**src/rtl/gsqrt_gen.sv**
```systemverilog
// gsqrt_gen: stochastic gradient-descent square-root unit with regenerate mode.
// A saturating up/down counter is compared against an external random number to form the output stream.
module gsqrt_gen #(
    parameter int unsigned WIDTH = 8,
    parameter int unsigned DEPTH = 1,
    parameter int unsigned INIT  = 1 << (WIDTH - 1)
) (
    input  logic             clk,
    input  logic             rst_n,
    input  logic             en,
    input  logic             clr,
    input  logic             mode,
    input  logic [WIDTH-1:0] randNum,
    input  logic             in,
    output logic             out,
    output logic [WIDTH-1:0] cnt_o
);

    localparam logic [WIDTH-1:0] L_INIT = INIT[WIDTH-1:0];

    logic [WIDTH-1:0] r_cnt;
    logic [DEPTH-1:0] r_dly;
    logic             w_out;
    logic             w_out_dly;
    logic             w_inc;
    logic             w_dec;

    assign w_out     = (r_cnt >= randNum);
    assign w_out_dly = r_dly[DEPTH-1];
    assign w_inc     = in;
    // sqrt mode decrements on out AND a decorrelated copy of out, so P(out)^2 tracks P(in)
    assign w_dec     = mode ? w_out : (w_out & w_out_dly);

    assign out   = w_out;
    assign cnt_o = r_cnt;

    always_ff @(posedge clk or negedge rst_n) begin
        if (!rst_n) begin
            r_cnt <= L_INIT;
            r_dly <= '0;
        end else if (clr) begin
            r_cnt <= L_INIT;
            r_dly <= '0;
        end else if (en) begin
            if (w_inc && !w_dec && (r_cnt != '1)) begin
                r_cnt <= r_cnt + 1'b1;
            end else if (!w_inc && w_dec && (r_cnt != '0)) begin
                r_cnt <= r_cnt - 1'b1;
            end
            r_dly[0] <= w_out;
            for (int unsigned i = 1; i < DEPTH; i++) begin
                r_dly[i] <= r_dly[i-1];
            end
        end
    end

endmodule
```
**config.mk**
```make
export PLATFORM = sky130hd
export DESIGN_NAME = gsqrt_gen
export DESIGN_NICKNAME = d
export VERILOG_FILES = /design/src/rtl/gsqrt_gen.sv
export SDC_FILE = /design/constraint.sdc
export NUM_CORES = 1
export LEC_CHECK = 0
export CAP_MARGIN = 20
export CORE_MARGIN = 2
export CORE_UTILIZATION = 45
export CTS_CLUSTER_DIAMETER = 200
export DETAILED_ROUTE_END_ITERATION = 16
export PLACE_DENSITY = 0.73
export SYNTH_ARGS = -nofsm -noshare
export SYNTH_HDL_FRONTEND = slang
export SYNTH_SLANG_ARGS = --single-unit
```
**constraint.sdc**
```tcl
create_clock -name clk -period 4.4 [get_ports clk]
set_clock_uncertainty 0.15 [all_clocks]
set_input_delay 0.66 -clock clk [delete_from_list [all_inputs] [get_ports clk]]
set_output_delay 0.66 -clock clk [all_outputs]
set_load 0.05 [all_outputs]
```
==> results of run 1 <==
[metal layers]
layer	wire length (µm)	up-vias	track usage
met3	117	5	0.0268
met1	1160	452	0.272
met5	0	-	0
met2	1170	29	0.340
met4	44	0	0.117
li1	-	482	-
[metrics by stage]
step,hold WS [ns],total power [mW],instances,util
4_1_cts,0.425,0.418,168,0.620
3_3_place_gp,0.406,0.346,164,0.607
5_1_grt,0.475,0.447,168,0.620
6_report,0.420,0.420,168,0.620
2_1_floorplan,0.214,0.280,116,-
3_5_place_dp,0.416,0.352,164,0.607
[placed cells by master (no fill, tap or decap), types with 2 or more instances in the layout]
cell,synthesis,routed
a21oi_1,10,10
nand3_1,7,7
or3_1,3,3
nor4_1,3,3
ha_1,14,14
clkbuf_4,0,3
inv_1,15,15
dfrtp_1,8,8
nand2_1,2,2
o21ai_0,8,8
clkdlybuf4s50_1,0,22
nor2_1,7,7
nand4_1,3,3
o21ai_1,2,2
nor4b_1,2,2
nor3_1,4,4
[path summary, 6_finish.rpt]
path | end | cells after the start | slack [ns]
min reg2reg | r_dly | 2 | 0.42
max in group asynchronous | cnt_o[7] | 1 | 3.24
min | r_dly | 2 | 0.42
min in group asynchronous | r_dly | 1 | 0.54
max reg2reg | cnt_o[7] | 13 | 0.69
max | cnt_o[7] | 13 | 0.47
[critical path: stages]
cell	delay [ns]
clkdlybuf4s50_1	0.42
ha_1	0.29
nand2b_1	0.14
a2111o_1	0.45
a21oi_4	0.14
nor2_1	0.05
or2_2	0.36
ha_1	0.39
nand3_1	0.10
o211ai_1	0.28
o221ai_1	0.26
nand3_1	0.13
nor4bb_1	0.30
[cell type report]
type,count,area share
Sequential cell,9,0.182
Multi-Input combinational cell,90,0.540
Timing Repair Buffer,23,0.183
Clock buffer,4,0.0212
Tap cell,27,0.0272
Inverter,15,0.0454
[sequential cells by signal (all words and copies together), names as in the netlist]
register and cells:
cnt_o 8, r_dly 1
[kinds of logic (layout without fill, tap and decap cells)]
| kind of cell | Yosys count | after routing | share of synthesized area |
|---|---|---|---|
| buf+inv | 17 | 42 | 0.0700 |
| compound gates | 34 | 34 | 0.244 |
| fa+ha+maj | 15 | 15 | 0.202 |
| flops | 9 | 9 | 0.235 |
| simple gates | 39 | 39 | 0.231 |
| xor+xnor | 2 | 2 | 0.0182 |
[report_power, final]
part           internal [mW]  switching [mW]
Sequential            0.0950          0.0216
Clock                 0.0352          0.0319
Combinational         0.0994           0.137
Total                  0.230           0.191
==> results_dict.tcl, run 1 <==
set metrics [dict create \
    clock_latency_ns 0.27 \
    ys_types 42 \
    pin_count 23 \
    worstMarginPinSlew_ns 0.628 \
    routed-via-count 968 \
    drive_gt1_frac 0.0922 \
    grt_pass1_vias 913 \
    dieWidth_um 50.3 \
    finalInstanceArea_um2 1240 \
    hold_viol_final 0 \
    fin_nets 171 \
    synth_top_cells_by_count "inv_1 (15), ha_1 (14), a21oi_1 (10), dfrtp_1 (8), o21ai_0 (8)" \
    wl_per_cell_um 14.8 \
    synth.most_common_cell "inv_1" \
    fillers 189 \
    dieArea_um2 2530 \
    port_buffers 22 \
    drt_iter0_drc 17 \
    post-route-drc-count 0 \
    routed_wl_um 2490 \
    area_delta_synth_final_pct 28.7 \
    numCtsBuffers 3 \
    irDropWorstVdd_mv 0.173 \
    grt_first_pass_wirelength_um 4080 \
    cp-end-kind "flip-flop" \
    arrival_ns 3.96 \
    tns_ns 0 \
    firstDrtPassIters 4 \
    grtUsageTotal 0.211 \
    gp_congestion 0.869 \
    cts_setup_buffers 0 \
    clk_pin_slew_ns 0.06 \
    ys_seq_elements 9 \
    pre_cts_ws_ns 0.212 \
    ys_seq_area_frac 0.235 \
    synth_top_area_cell "dfrtp_1" \
    clock_path_buffers 2 \
    critPathLaunch "randNum[0]" \
    clock-root-buffer "clkbuf_4" \
    setup_viol 0 \
    min_period_ns 3.93 \
    synth-warning-count 0 \
    hold_path.class "reg -> reg" \
    synthFlopType "dfrtp_1" \
    critical_path_class "in -> reg" \
    syn_area_per_cell_um2 8.32 \
    slew_violations 0 \
    overflow 0 \
    maxCapViolations 0 \
    cts.hold.buffers_added 0 \
    diodes 0 \
    synth-edff-count 0 \
    ant_nets 0 \
    dp_hpwl_um 1900 \
    yosys-top-cells-area "dfrtp_1 (21%), ha_1 (18%), inv_1 (5.8%)" \
    start_util 0.482 \
    status "finished, final reports clean" \
    clock.fmax_mhz 254 \
    cts_tree "yes" \
    syn_area_um2 965 \
    period_share 0.894 \
    hp-start "r_dly" \
    cp-start-kind "primary input" \
    grt_max_degree 14 \
    synth_nets 145 \
    relSlewSlack 0.579 \
    rows 16 \
    path_max_fanout 7 \
    syn_inst 116 \
    yosysTopAreaCellShare 0.208 \
    core_area_um2 2000 \
    postPlaceCellArea_um2 1210 \
    powerDensity_nw_per_um2 338 \
    ys_async_sr_fraction 1.00 \
    die_h_um 50.3 \
    multi_input_comb_area_um2 671 \
    regArea_um2 226 \
    total_leakage_power_nw 0.541 \
    cts_sinks 9 \
    via_per_inst 5.76 \
    rsz0062_at_grt "false" \
    r2r-start "cnt_o[0]" \
    crit_required_ns 4.42 \
    antenna_found_initial 0 \
    post_cts_resized 0 \
    fin_ws_ns 0.467 \
    htree_levels 1 \
]
(Power assumes the default switching activity.)
==> run 2, diff against run 1 <==
--- a/config.mk
+++ b/config.mk
@@ -6,11 +6,12 @@
 export NUM_CORES = 1
 export LEC_CHECK = 0
 export CAP_MARGIN = 20
-export CORE_MARGIN = 2
-export CORE_UTILIZATION = 45
+export CORE_ASPECT_RATIO = 0.6
+export CORE_MARGIN = 5
+export CORE_UTILIZATION = 44
 export CTS_CLUSTER_DIAMETER = 200
 export DETAILED_ROUTE_END_ITERATION = 16
-export PLACE_DENSITY = 0.73
+export PLACE_DENSITY = 0.75
 export SYNTH_ARGS = -nofsm -noshare
 export SYNTH_HDL_FRONTEND = slang
 export SYNTH_SLANG_ARGS = --single-unit
==> constraint.sdc (replaced) <==
create_clock -name clk -period 3.6 [get_ports clk]
set_clock_uncertainty 0.15 [all_clocks]
set_input_delay 0.54 -clock clk [delete_from_list [all_inputs] [get_ports clk]]
set_output_delay 0.54 -clock clk [all_outputs]
set_load 0.05 [all_outputs]
==> run 2 against run 1 <==
Against the previous run: total power grew 52%; sequential power rose by 17%; first-iteration DRC count increased to 2.9 times the previous value; largest cell class unchanged; global-route usage shrank 4.0 points.
==> results_dict.tcl, run 2 (synthesized netlist as in run 1, its figures left out) <==
set metrics [dict create \
    crit_path_frequent_cell "nand3_1" \
    relSlewSlack 0.497 \
    fin_nets 183 \
    critPathBufInv 2 \
    core_area_um2 2130 \
    r2r-start "cnt_o[0]" \
    grt_max_degree 14 \
    crit_required_ns 3.60 \
    diodes 0 \
    cp_cell_sequence "clkdlybuf4s50_1 -> inv_1 -> ha_1 -> a2111o_1 -> a21oi_4 -> nor2_1 -> or2_4 -> ha_4 -> nand3_1 -> o211ai_1 -> o221ai_4 -> nand3_1 -> nor4bb_2" \
    final_common_cell "clkdlybuf4s50_1" \
    clock.fmax_mhz 286 \
    total_leakage_power_nw 0.643 \
    status "finished, final reports clean" \
    clock_path_buffers 2 \
    area_delta_synth_final_pct 51.4 \
    hold_path.class "reg -> reg" \
    path_delay_family "compound AO/OA/AOI/OAI gates" \
    pin_count 23 \
    path_max_fanout 7 \
    drt_iter0_drc 50 \
    htree_levels 1 \
    gp_congestion 0.901 \
    use_met3 0.0566 \
    post-route-drc-count 0 \
    cts.hold.buffers_added 0 \
    period_share 0.970 \
    firstDrtPassIters 4 \
    irDropWorstVdd_mv 0.201 \
    hp-start "r_dly" \
    hold_viol_final 0 \
    rr_worst_depth 13 \
    hold-path-endpoint "r_dly" \
    cts_sinks 9 \
    wl_per_cell_um 15.4 \
    timing.critical_path.slowest_stage_cell "clkdlybuf4s50_1" \
    start_util 0.453 \
    routed_wl_um 2820 \
    power_uw 638 \
    arrival_ns 3.50 \
    cp-end-kind "flip-flop" \
    largest_reg_flops 8 \
    fin_ws_ns 0.107 \
    top_usage_layer "met2" \
    dieWidth_um 70.5 \
    grt_use_met2 0.307 \
    clock-root-buffer "clkbuf_8" \
    rsz0062_at_grt "false" \
    grtUsageTotal 0.171 \
    maxCapViolations 0 \
    grt_pass1_vias 963 \
    clock_latency_ns 0.24 \
    worstHoldPathCells 2 \
    whs_ns 0.423 \
    port_buffers 22 \
    worstMarginPinSlew_ns 0.750 \
    slew_violations 0 \
    routed-via-count 1041 \
    drive_gt1_frac 0.255 \
    dieArea_um2 3260 \
    clk_pin_slew_ns 0.05 \
    ant_nets 0 \
    via_per_inst 5.69 \
    grt_first_pass_wirelength_um 4170 \
    rrSetupSlack_ns 0.31 \
    finalInstanceArea_um2 1460 \
    r2r-end "cnt_o[7]" \
    powerDensity_nw_per_um2 437 \
    postPlaceCellArea_um2 1290 \
    min_period_ns 3.49 \
    cp-start-kind "primary input" \
    final_cell_mix "clkdlybuf4s50_1 (19), inv_1 (15), buf_4 (14), ha_1 (11), a21oi_1 (9)" \
    die_h_um 46.3 \
    max_stage_delay_ns 0.46 \
    use_met1 0.190 \
    pre_cts_ws_ns -0.364 \
    setup_viol 0 \
    overflow 0 \
    numCtsBuffers 3 \
    dp_hpwl_um 2120 \
    antenna_found_initial 0 \
    cts_tree "yes" \
    critical_path_class "in -> reg" \
    rows 13 \
]
run 2: metal layers:
metal | wire [µm] | vias up
met2 | 1300 | 39
met3 | 228 | 6
li1 | - | 508
met4 | 39 | 0
met5 | 0 | -
met1 | 1250 | 488
run 2: layout make-up:
class                   instances  area [µm²]
flip-flops and latches          9         228
clock buffers                   4        45.0
repair buffers                 35         320
multi-input cells              90         773
inverters                      15        56.3
fillers                       159         671
well taps                      30        37.5
run 2: where the power goes:
| part | total [mW] | switching [mW] | internal, mW |
|---|---|---|---|
| logic | 0.378 | 0.204 | 0.175 |
| registers | 0.137 | 0.0203 | 0.117 |
| clock network | 0.123 | 0.0451 | 0.0776 |
| total | 0.638 | 0.269 | 0.369 |
run 2: how the worst max path moves through the flow:
stage / slack [ns] / end / depth (start not counted) / start
floorplan: 0.02 / cnt_o[7] / 13 / cnt_o[0]
global placement: -0.28 / cnt_o[6] / 14 / randNum[0]
detailed placement: -0.36 / cnt_o[7] / 13 / randNum[0]
CTS: 0.03 / cnt_o[7] / 13 / randNum[0]
global route: 0.006 / cnt_o[7] / 13 / randNum[3]
finish: 0.11 / cnt_o[7] / 13 / randNum[3]
run 2: repair_timing:
item	in CTS	in global routing
endpoints found under the setup margin	3	3
pin swaps	1	14
resized for setup	3	15
buffers inserted	0	2
run 2: through the flow:
| step | setup TNS (ns) | std cells | utilization |
|---|---|---|---|
| CTS | 0 | 181 | 0.632 |
| global placement | -0.847 | 177 | 0.607 |
| global route | 0 | 183 | 0.685 |
| detailed placement | -1.18 | 177 | 0.607 |
| floorplan | 0 | 116 | - |
| finish | 0 | 183 | 0.685 |
run 2: worst reg2reg max path, delay by kind of cell, from the launching register on:
family,cells,cell delay [ns]
compound gates,4,1.07
simple gates,6,0.98
fa+ha+maj,2,0.53
flops,1,0.39
buf+inv,1,0.07
==> run 3, diff against run 2 <==
--- a/config.mk
+++ b/config.mk
@@ -8,10 +8,10 @@
 export CAP_MARGIN = 20
 export CORE_ASPECT_RATIO = 0.6
 export CORE_MARGIN = 5
-export CORE_UTILIZATION = 44
-export CTS_CLUSTER_DIAMETER = 200
+export CORE_UTILIZATION = 25
+export CTS_CLUSTER_DIAMETER = 150
 export DETAILED_ROUTE_END_ITERATION = 16
-export PLACE_DENSITY = 0.75
+export RECOVER_POWER = 100
 export SYNTH_ARGS = -nofsm -noshare
 export SYNTH_HDL_FRONTEND = slang
 export SYNTH_SLANG_ARGS = --single-unit
==> run 3 against run 2 <==
Against the previous run: highest routed layer unchanged; first-iteration DRC count increased by 52%; core utilization down 28 points; flip-flop and latch count stayed put; clock-buffer cell count unchanged; clock power about the same; largest power group unchanged; via count is 2.4% higher.
==> results_dict.tcl, run 3 (synthesized netlist as in run 1, its figures left out) <==
set metrics [dict create \
    diodes 0 \
    hold_viol_final 0 \
    maxCapViolations 0 \
    arrival_ns 3.55 \
    cp-end-kind "flip-flop" \
    p_int_uw 369 \
    core_area_um2 3700 \
    p_sw_uw 274 \
    grtUsageTotal 0.123 \
    gp_congestion 0.853 \
    cts.hold.buffers_added 0 \
    met1_length_um 1530 \
    clock-root-buffer "clkbuf_8" \
    via_per_inst 5.28 \
    dpl.cell_count 197 \
    swShare 0.426 \
    maxUsedRoutingLayer "met4" \
    dp_hpwl_um 2390 \
    crit_path_frequent_cell "a21oi_4" \
    firstDrtPassIters 4 \
    total_leakage_power_nw 0.662 \
    rows 17 \
    timing.critical_path.slowest_stage_cell "clkdlybuf4s50_1" \
    path_delay_family "compound AO/OA/AOI/OAI gates" \
    clock_path_buffers 2 \
    wl_per_cell_um 15.2 \
    largest_reg_flops 8 \
    clock.fmax_mhz 282 \
    cp_cell_sequence "clkdlybuf4s50_1 -> inv_1 -> ha_1 -> a2111o_1 -> a21oi_4 -> nor2_1 -> or2_4 -> ha_4 -> a21oi_4 -> o211ai_1 -> o221ai_2 -> nand3_1 -> nor4bb_4" \
    die_h_um 58.1 \
    period_share 0.986 \
    grt_max_degree 14 \
    relSlewSlack 0.477 \
    powerDensity_nw_per_um2 424 \
    max_stage_delay_ns 0.45 \
    wl_met2_um 1330 \
    overflow 0 \
    pin_count 23 \
    cts_tree "yes" \
    pwr-share-clk 0.190 \
    min_period_ns 3.55 \
    rsz0062_at_grt "true" \
    cts_sinks 9 \
    antenna_found_initial 0 \
    fin_ws_ns 0.0497 \
    numCtsBuffers 3 \
    drive_gt1_frac 0.277 \
    dr_wl_met3_um 187 \
    routed_wl_um 3080 \
    worstMarginPinSlew_ns 0.780 \
    slew_violations 0 \
    port_buffers 22 \
    pre_cts_ws_ns -0.504 \
    drt_iter0_drc 76 \
    whs_ns 0.427 \
    pwr-share-seq 0.217 \
    fin_nets 185 \
    irDropWorstVdd_mv 0.203 \
    dieArea_um2 5240 \
    hold_path.class "reg -> reg" \
    path_max_fanout 7 \
    clock_latency_ns 0.24 \
    setup_viol 0 \
    grt_pass1_vias 1078 \
    htree_levels 1 \
    cp-start-kind "primary input" \
    final_cell_mix "inv_1 (15), buf_4 (15), clkdlybuf4s50_1 (11), ha_1 (10), dlygate4sd3_1 (8)" \
    stdcell_count 202 \
    post-route-drc-count 0 \
    start_util 0.261 \
    critical_path_class "in -> reg" \
    critPathBufInv 2 \
    area_delta_synth_final_pct 57.1 \
    crit_required_ns 3.60 \
    ant_nets 0 \
    grt_first_pass_wirelength_um 5180 \
    power_frac_comb 0.593 \
    clk_pin_slew_ns 0.05 \
    dieWidth_um 90.2 \
    routed-via-count 1066 \
    fillers 378 \
    status "finished, final reports clean" \
]
## run 3: path summary, 6_finish.rpt
check / start / end / slack (ns) / depth (start not counted)
setup / recovery: randNum[2] / cnt_o[7] / 0.05 / 13
max in group asynchronous: rst_n / cnt_o[0] / 2.38 / 1
setup reg to reg: cnt_o[0] / cnt_o[7] / 0.21 / 13
hold / removal: r_dly / r_dly / 0.43 / 2
min in group asynchronous: rst_n / cnt_o[5] / 0.55 / 1
hold reg to reg: r_dly / r_dly / 0.43 / 2
## run 3: what timing repair did
action | CTS | global route
setup buffers | 1 | 0
pin swaps | 13 | 4
gates resized for setup | 17 | 7
endpoints found under the setup margin | 3 | 2
## run 3: tightest hold or removal path, delay by kind of cell, from the launching register on
family           cells  cell delay, ns
AO/OA/AOI/OAI        1            0.06
AND/OR/NAND/NOR      1            0.11
flip-flops           1            0.37
## run 3: final cells by class
class                           count  area (µm²)  share of cell area
Timing Repair Buffer               37         324               0.214
Inverter                           15        56.3              0.0372
Sequential cell                     9         228               0.150
Tap cell                           47        58.8              0.0388
Clock buffer                        4        45.0              0.0297
Multi-Input combinational cell     90         803               0.530
## run 3: metrics by stage
| step | TNS, ns | utilization | cell area, µm² | power [mW] |
|---|---|---|---|---|
| after detailed placement | -1.49 | 0.361 | 1340 | 0.471 |
| after floorplan | 0 | - | 966 | 0.343 |
| after global routing | -0.0500 | 0.409 | 1520 | 0.690 |
| after CTS | 0 | 0.405 | 1500 | 0.637 |
| final | 0 | 0.409 | 1520 | 0.642 |
| after global placement | -1.08 | 0.361 | 1340 | 0.460 |
## run 3: power by group through the flow
stage | registers, mW | clock network (mW) | logic, mW
after floorplan | 0.181 | 0 | 0.162
after global placement | 0.139 | 0 | 0.321
after detailed placement | 0.139 | 0 | 0.332
after CTS | 0.140 | 0.125 | 0.373
after global routing | 0.143 | 0.132 | 0.416
final | 0.140 | 0.122 | 0.381
## run 3: routing by layer
layer | vias to the layer above | track usage
met2 | 33 | 0.193
met1 | 520 | 0.167
met4 | 0 | 0.0255
met5 | - | 0
met3 | 4 | 0.0402
li1 | 509 | -
